**config.mk**
```make
export PLATFORM = sky130hd
export DESIGN_NAME = item_decoder
export DESIGN_NICKNAME = d
export VERILOG_FILES = /design/src/rtl/item_pkg.sv /design/src/rtl/item_cat_rom.sv /design/src/rtl/item_decoder.sv
export SDC_FILE = /design/constraint.sdc
export NUM_CORES = 1
export LEC_CHECK = 0
export ABC_AREA = 0
export BUFFER_PORTS_ARGS = -buffer_cell sky130_fd_sc_hd__clkbuf_2
export CAP_MARGIN = 40
export CORE_ASPECT_RATIO = 0.5
export CORE_MARGIN = 1.5
export CORE_UTILIZATION = 54
export DETAILED_ROUTE_END_ITERATION = 12
export PLACE_DENSITY_LB_ADDON = 0.05
export RECOVER_POWER = 100
export SLEW_MARGIN = 20
export SYNTH_ARGS = -nofsm -noshare
export SYNTH_HDL_FRONTEND = slang
export SYNTH_SLANG_ARGS = --single-unit
```
**constraint.sdc**
```tcl
create_clock -name clk -period 6.2 [get_ports clk]
set_clock_uncertainty 0.2 [all_clocks]
set_input_delay 0.93 -clock clk [delete_from_list [all_inputs] [get_ports clk]]
set_output_delay 0.93 -clock clk [all_outputs]
set_load 0.1 [all_outputs]
```
**src/rtl/item_pkg.sv**
```systemverilog
// item_pkg -- shared definitions for the item decoder.
//   N_ITEMS / N_CAT : item and category line counts
//   IDX_W           : width of the scan index
//   CATn_MASK       : one-hot item membership of each category
//   state_e         : decoder FSM states
//   is_onehot_cat   : true when a category select has exactly one bit set
//   popcount_items  : number of set bits in an item mask
// Used by item_cat_rom and item_decoder. Optional macro ITEM_DEC_COUNT_EN
// (in item_decoder) uses popcount_items.
package item_pkg;

  localparam int N_ITEMS = 40;
  localparam int N_CAT   = 5;
  localparam int IDX_W   = 6;

  // Bit i set means item i belongs to the category. The five masks are
  // disjoint and together cover all 40 items, matching the item encoder.
  localparam logic [N_ITEMS-1:0] CAT0_MASK = 40'h86_4091_9048;
  localparam logic [N_ITEMS-1:0] CAT1_MASK = 40'h40_0000_0206;
  localparam logic [N_ITEMS-1:0] CAT2_MASK = 40'h09_0800_0501;
  localparam logic [N_ITEMS-1:0] CAT3_MASK = 40'h20_060C_2030;
  localparam logic [N_ITEMS-1:0] CAT4_MASK = 40'h10_B162_4880;

  typedef enum logic {
    ST_IDLE = 1'b0,
    ST_SCAN = 1'b1
  } state_e;

  function automatic logic is_onehot_cat(input logic [N_CAT-1:0] v);
    return (v != '0) && ((v & (v - 5'd1)) == '0);
  endfunction

  function automatic logic [IDX_W-1:0] popcount_items(input logic [N_ITEMS-1:0] m);
    logic [IDX_W-1:0] cnt;
    cnt = '0;
    for (int i = 0; i < N_ITEMS; i++) begin
      cnt = cnt + {{(IDX_W-1){1'b0}}, m[i]};
    end
    return cnt;
  endfunction

endpackage

```
**src/rtl/item_cat_rom.sv**
```systemverilog
// item_cat_rom -- combinational category-to-item-mask lookup.
//   cat_sel [N_CAT-1:0]   in  : one-hot category
//   mask    [N_ITEMS-1:0] out : member mask of that category; all-zero for
//                               a select that is not one-hot
module item_cat_rom
  import item_pkg::*;
(
  input  logic [N_CAT-1:0]   cat_sel,
  output logic [N_ITEMS-1:0] mask
);

  always_comb begin
    mask = '0;
    case (cat_sel)
      5'b00001: mask = CAT0_MASK;
      5'b00010: mask = CAT1_MASK;
      5'b00100: mask = CAT2_MASK;
      5'b01000: mask = CAT3_MASK;
      5'b10000: mask = CAT4_MASK;
      default:  mask = '0;
    endcase
  end

endmodule

```
**src/rtl/item_decoder.sv**
```systemverilog
// item_decoder -- enumerates the items of a selected category, one index
// per cycle, as a stream of one-hot item lines.
//   clk, rst            : clock, synchronous active-high reset
//   cat_sel   [4:0]  in : one-hot category, sampled when a request is taken
//   req_valid        in : request present
//   req_ready        out: high exactly while idle
//   req_err          out: one-cycle pulse after a malformed cat_sel is taken
//   item_no   [39:0] out: one-hot item on offer, zero when item_valid=0
//   item_valid       out: item_no is a member of the selected category
//   item_ready       in : consumer takes item_no this cycle
//   item_last        out: offered item is the highest member of the category
//   item_count [5:0] out: member count of the active category (only with
//                         macro ITEM_DEC_COUNT_EN defined)
// Handshakes: a transfer happens on a rising edge where valid and ready are
// both high; while item_valid=1 and item_ready=0 the offered item is held.
module item_decoder #(
  parameter int N_ITEMS = item_pkg::N_ITEMS,
  parameter int N_CAT   = item_pkg::N_CAT
) (
  input  logic               clk,
  input  logic               rst,
  input  logic [N_CAT-1:0]   cat_sel,
  input  logic               req_valid,
  output logic               req_ready,
  output logic               req_err,
  output logic [N_ITEMS-1:0] item_no,
  output logic               item_valid,
  input  logic               item_ready,
  output logic               item_last
`ifdef ITEM_DEC_COUNT_EN
  ,
  output logic [5:0]         item_count
`endif
);

  import item_pkg::*;

  localparam logic [IDX_W-1:0] LAST_IDX = IDX_W'(N_ITEMS - 1);

  state_e             state_q, state_d;
  logic [IDX_W-1:0]   idx_q, idx_d;
  logic [N_ITEMS-1:0] mask_q, mask_d;
  logic               err_q, err_d;

  logic [N_ITEMS-1:0] rom_mask;
  logic [N_ITEMS-1:0] mask_above;
  logic               accept_ok;
  logic               scan_done;

  item_cat_rom u_rom (
    .cat_sel (cat_sel),
    .mask    (rom_mask)
  );

  // Output decode depends only on registered state, so the offered item
  // cannot glitch with item_ready.
  always_comb begin
    mask_above = mask_q >> idx_q;
    req_ready  = (state_q == ST_IDLE);
    req_err    = err_q;
    item_valid = (state_q == ST_SCAN) && mask_q[idx_q];
    // Last member: nothing set strictly above the current index.
    item_last  = item_valid && ((mask_above >> 1) == '0);
    item_no    = item_valid ? ({{(N_ITEMS-1){1'b0}}, 1'b1} << idx_q) : '0;
  end

  always_comb begin
    state_d   = state_q;
    idx_d     = idx_q;
    mask_d    = mask_q;
    err_d     = 1'b0;
    accept_ok = 1'b0;
    scan_done = 1'b0;
    case (state_q)
      ST_IDLE: begin
        if (req_valid) begin
          if (is_onehot_cat(cat_sel)) begin
            accept_ok = 1'b1;
            mask_d    = rom_mask;
            idx_d     = '0;
            state_d   = ST_SCAN;
          end else begin
            err_d = 1'b1;
          end
        end
      end
      ST_SCAN: begin
        // Advance over non-members freely; members only when taken.
        if (!item_valid || item_ready) begin
          // The index bound is a backstop; every category has a last
          // member, so exit normally happens through item_last.
          if ((item_valid && item_last) || (idx_q == LAST_IDX)) begin
            scan_done = 1'b1;
            state_d   = ST_IDLE;
            idx_d     = '0;
            mask_d    = '0;
          end else begin
            idx_d = idx_q + 6'd1;
          end
        end
      end
      default: begin
        state_d = ST_IDLE;
        idx_d   = '0;
        mask_d  = '0;
      end
    endcase
  end

  always_ff @(posedge clk) begin
    if (rst) begin
      state_q <= ST_IDLE;
      idx_q   <= '0;
      mask_q  <= '0;
      err_q   <= 1'b0;
    end else begin
      state_q <= state_d;
      idx_q   <= idx_d;
      mask_q  <= mask_d;
      err_q   <= err_d;
    end
  end

`ifdef ITEM_DEC_COUNT_EN
  logic [5:0] count_q, count_d;

  always_comb begin
    count_d = count_q;
    if (accept_ok) begin
      count_d = popcount_items(rom_mask);
    end else if (scan_done) begin
      count_d = '0;
    end
  end

  always_ff @(posedge clk) begin
    if (rst) begin
      count_q <= '0;
    end else begin
      count_q <= count_d;
    end
  end

  assign item_count = count_q;
`endif

endmodule

```
==> impl_metrics.env <==
export IMPL_rrSetupSlack_ps=1970
export IMPL_vdd_drop_max_uv=86.9
export IMPL_end_kind="output pin"
export IMPL_grt_use_met3_pct=7.39
export IMPL_root_buffer="clkbuf_8"
export IMPL_tightest_slew_ps=1190
export IMPL_r2r_start="idx_q[0]"
export IMPL_slew_viol_final=0
export IMPL_drt_iter0_drc=227
export IMPL_grt_pass1_vias=2538
export IMPL_fin_area_um2=2680
export IMPL_viasPerCell=6.56
export IMPL_synth_cell_type_count=72
export IMPL_setup_tns_ps=0
export IMPL_synth_commonest_cells="nor2_1, nand2_1, a21oi_1"
export IMPL_ys_warn_count=0
export IMPL_cp_max_fo=23
export IMPL_post_cts_buffers=0
export IMPL_path_clk_slew_ps=60
export IMPL_firstDrtPassIters=7
export IMPL_fp_dieW_um=99.3
export IMPL_core_area_um2=4420
export IMPL_final_layout_size_suffix_gt1_share_pct=8.27
export IMPL_finalPower_uw=204
export IMPL_cts_sinks=13
export IMPL_antenna_left=0
export IMPL_grtUsageMet2_pct=49.3
export IMPL_status="completed"
export IMPL_holdPathEnd="idx_q[4]"
export IMPL_timing_hold_ws_ps=498
export IMPL_powerDensity_nw_per_um2=76.3
export IMPL_routedWlPerCell_um=18.0
export IMPL_grt_overflow_total=0
export IMPL_yosysTopAreaCell="dfxtp_1"
export IMPL_holdBufCountCts=0
export IMPL_post_dp_cell_area_um2=2690
export IMPL_vias=2913
export IMPL_cpPeakStageDelay_ps=870
export IMPL_gr_max_usage_layer="met2"
export IMPL_max_freq_ghz=0.183
export IMPL_synth_seq_cells=13
export IMPL_max_cap_violations=0
export IMPL_worst_path_max_delay_cell="dfxtp_1"
export IMPL_synthArstFlopShare_pct=0
export IMPL_gr_usage_met1_pct=45.7
export IMPL_dp_slack_ps=1490
export IMPL_reg2reg_to="mask_q[34]"
export IMPL_synth_area_leaders="dfxtp_1, nor2_1, mux2i_1, nand2_1, a21oi_1"
export IMPL_maxSlewHeadroom_pct=20.9
export IMPL_cts_buffers=3
export IMPL_crit_type="flip-flop to output pin"
export IMPL_die_h_um=51.1
export IMPL_worstPathArrival_ps=4330
export IMPL_post_route_drc_count=0
export IMPL_finalHoldViolations=0
export IMPL_rows=17
export IMPL_grt_antenna_before_repair=0
export IMPL_cp_cell_sequence="xor2_1 > a222oi_1 > a221oi_1 > a221oi_2 > nor2b_1 > nand2_1 > nor3_1 > and2_1 > clkbuf_1"
export IMPL_htree_levels=1
export IMPL_rsz0062_at_grt="false"
export IMPL_wl_um=8010
export IMPL_crit_required_ps=5070
export IMPL_period_share_pct=88.1
export IMPL_grt_pass1_wl_um=12900
export IMPL_min_period_ps=5460
export IMPL_grt_max_degree=46
export IMPL_clock_path_buffers=2
export IMPL_fin_nets=403
export IMPL_holdPathStages=2
export IMPL_routabilityCongestion=0.987
export IMPL_area_growth_pct=6.95
export IMPL_synth_top_area_share_pct=10.4
export IMPL_grt_total_usage_pct=32.1
export IMPL_synth_most_common_cell="nor2_1"
export IMPL_syn_avg_cell_area_um2=6.93
export IMPL_yosysSeqAreaShare_pct=10.4
export IMPL_hpwl_um=5720
export IMPL_p_leak_nw=0.979
export IMPL_cp_start_kind="flip-flop"
export IMPL_setup_ws_ps=735
export IMPL_setup_violations=0
export IMPL_holdCritPathClass="flip-flop to flip-flop"
export IMPL_dieArea_um2=5080
export IMPL_ioPinCount=53
export IMPL_min_from="idx_q[4]"
export IMPL_diodes=0
export IMPL_rr_worst_depth=10
export IMPL_initial_core_util_pct=56.6
export IMPL_insertion_delay_ps=250
export IMPL_synth_flop_cell="dfxtp_1"
export IMPL_cts_tree="done"
export IMPL_synth_area_um2=2500
export IMPL_synth_nets=376
export IMPL_synth_edf_count=0
export IMPL_synthCells=361
export IMPL_cts_resized=0
export IMPL_io_buffer_count=52
cell type report:
cell class | count | area (um2)
multi-input cells | 299 | 1980
clock buffers | 4 | 45.0
inverters | 13 | 51.3
repair buffers | 58 | 273
fillers | 457 | 1750
well taps | 57 | 71.3
flip-flops and latches | 13 | 260
cells by family (layout without fill, tap and decap cells):
| kind of cell | count (synthesis) | count (layout) | synth area share (%) |
|---|---|---|---|
| simple gates | 164 | 164 | 34.6 |
| compound gates | 97 | 97 | 27.6 |
| buf+inv | 49 | 75 | 10.6 |
| mux | 26 | 26 | 11.6 |
| flops | 13 | 13 | 10.4 |
| fa+ha+maj | 6 | 6 | 3.00 |
| xor+xnor | 6 | 6 | 2.10 |
how the worst max path moves through the flow:
stage	cells past startpoint	end	start	slack (ps)
6_report	9	item_no[8]	idx_q[0]	740
5_1_grt	9	item_no[10]	idx_q[0]	500
4_1_cts	9	item_no[8]	idx_q[0]	1240
3_5_place_dp	9	item_no[8]	idx_q[0]	1490
3_3_place_gp	10	item_no[9]	idx_q[1]	1650
2_1_floorplan	8	item_no[0]	idx_q[1]	860
state kept, by name (all words and copies together), names as in the netlist:
name     cells
idx_q        6
mask_q       5
req_err      1
state_q      1
power by group:
| group | leakage, nW | switching [mW] | internal (mW) |
|---|---|---|---|
| clock | 0.0228 | 0.0321 | 0.0455 |
| sequential | 0.105 | 0.00221 | 0.0847 |
| combinational | 0.851 | 0.0263 | 0.0133 |
| total | 0.979 | 0.0607 | 0.143 |
critical path: cells and delay by family (launching register included):
kind	cells	cell delay (ps)
AOI/OAI and AO/OA	3	740
xor gates and xnor gates	1	510
buffers and inverters	1	860
DFF	1	870
and+or+nand+nor	4	1100
metrics by stage:
stage,util [%],std cells
floorplan,-,361
global placement,59.7,437
detailed placement,60.7,440
CTS,61.7,444
global route,60.5,444
finish,60.5,444
cells in the final DEF (no fill, tap or decap), types with 4 or more instances in the layout:
| cell type | n |
|---|---|
| nor2_1 | 47 |
| clkbuf_1 | 45 |
| nand2_1 | 30 |
| a21oi_1 | 18 |
| mux2i_1 | 17 |
| o21ai_0 | 14 |
| and3_1 | 14 |
| dfxtp_1 | 13 |
| inv_1 | 11 |
| nand2b_1 | 8 |
| nor2b_1 | 8 |
| nor3_1 | 8 |
| clkbuf_2 | 8 |
| or3_1 | 7 |
| nand3_1 | 6 |
| nor3b_1 | 6 |
| a211oi_1 | 6 |
| o31ai_1 | 6 |
| ha_1 | 6 |
| o221ai_1 | 5 |
| a31oi_1 | 5 |
| and2_1 | 5 |
| xnor2_1 | 4 |
| a22oi_1 | 4 |
| a211o_1 | 4 |
| mux2_2 | 4 |
| nor4_1 | 4 |
per-layer routing:
metal | vias to the layer above | share of wire [%]
met5 | - | 0
met4 | 0 | 0.45
met3 | 6 | 9.8
met2 | 168 | 43
met1 | 1353 | 47
li1 | 1386 | -
Power figures use the tool's default switching activity.
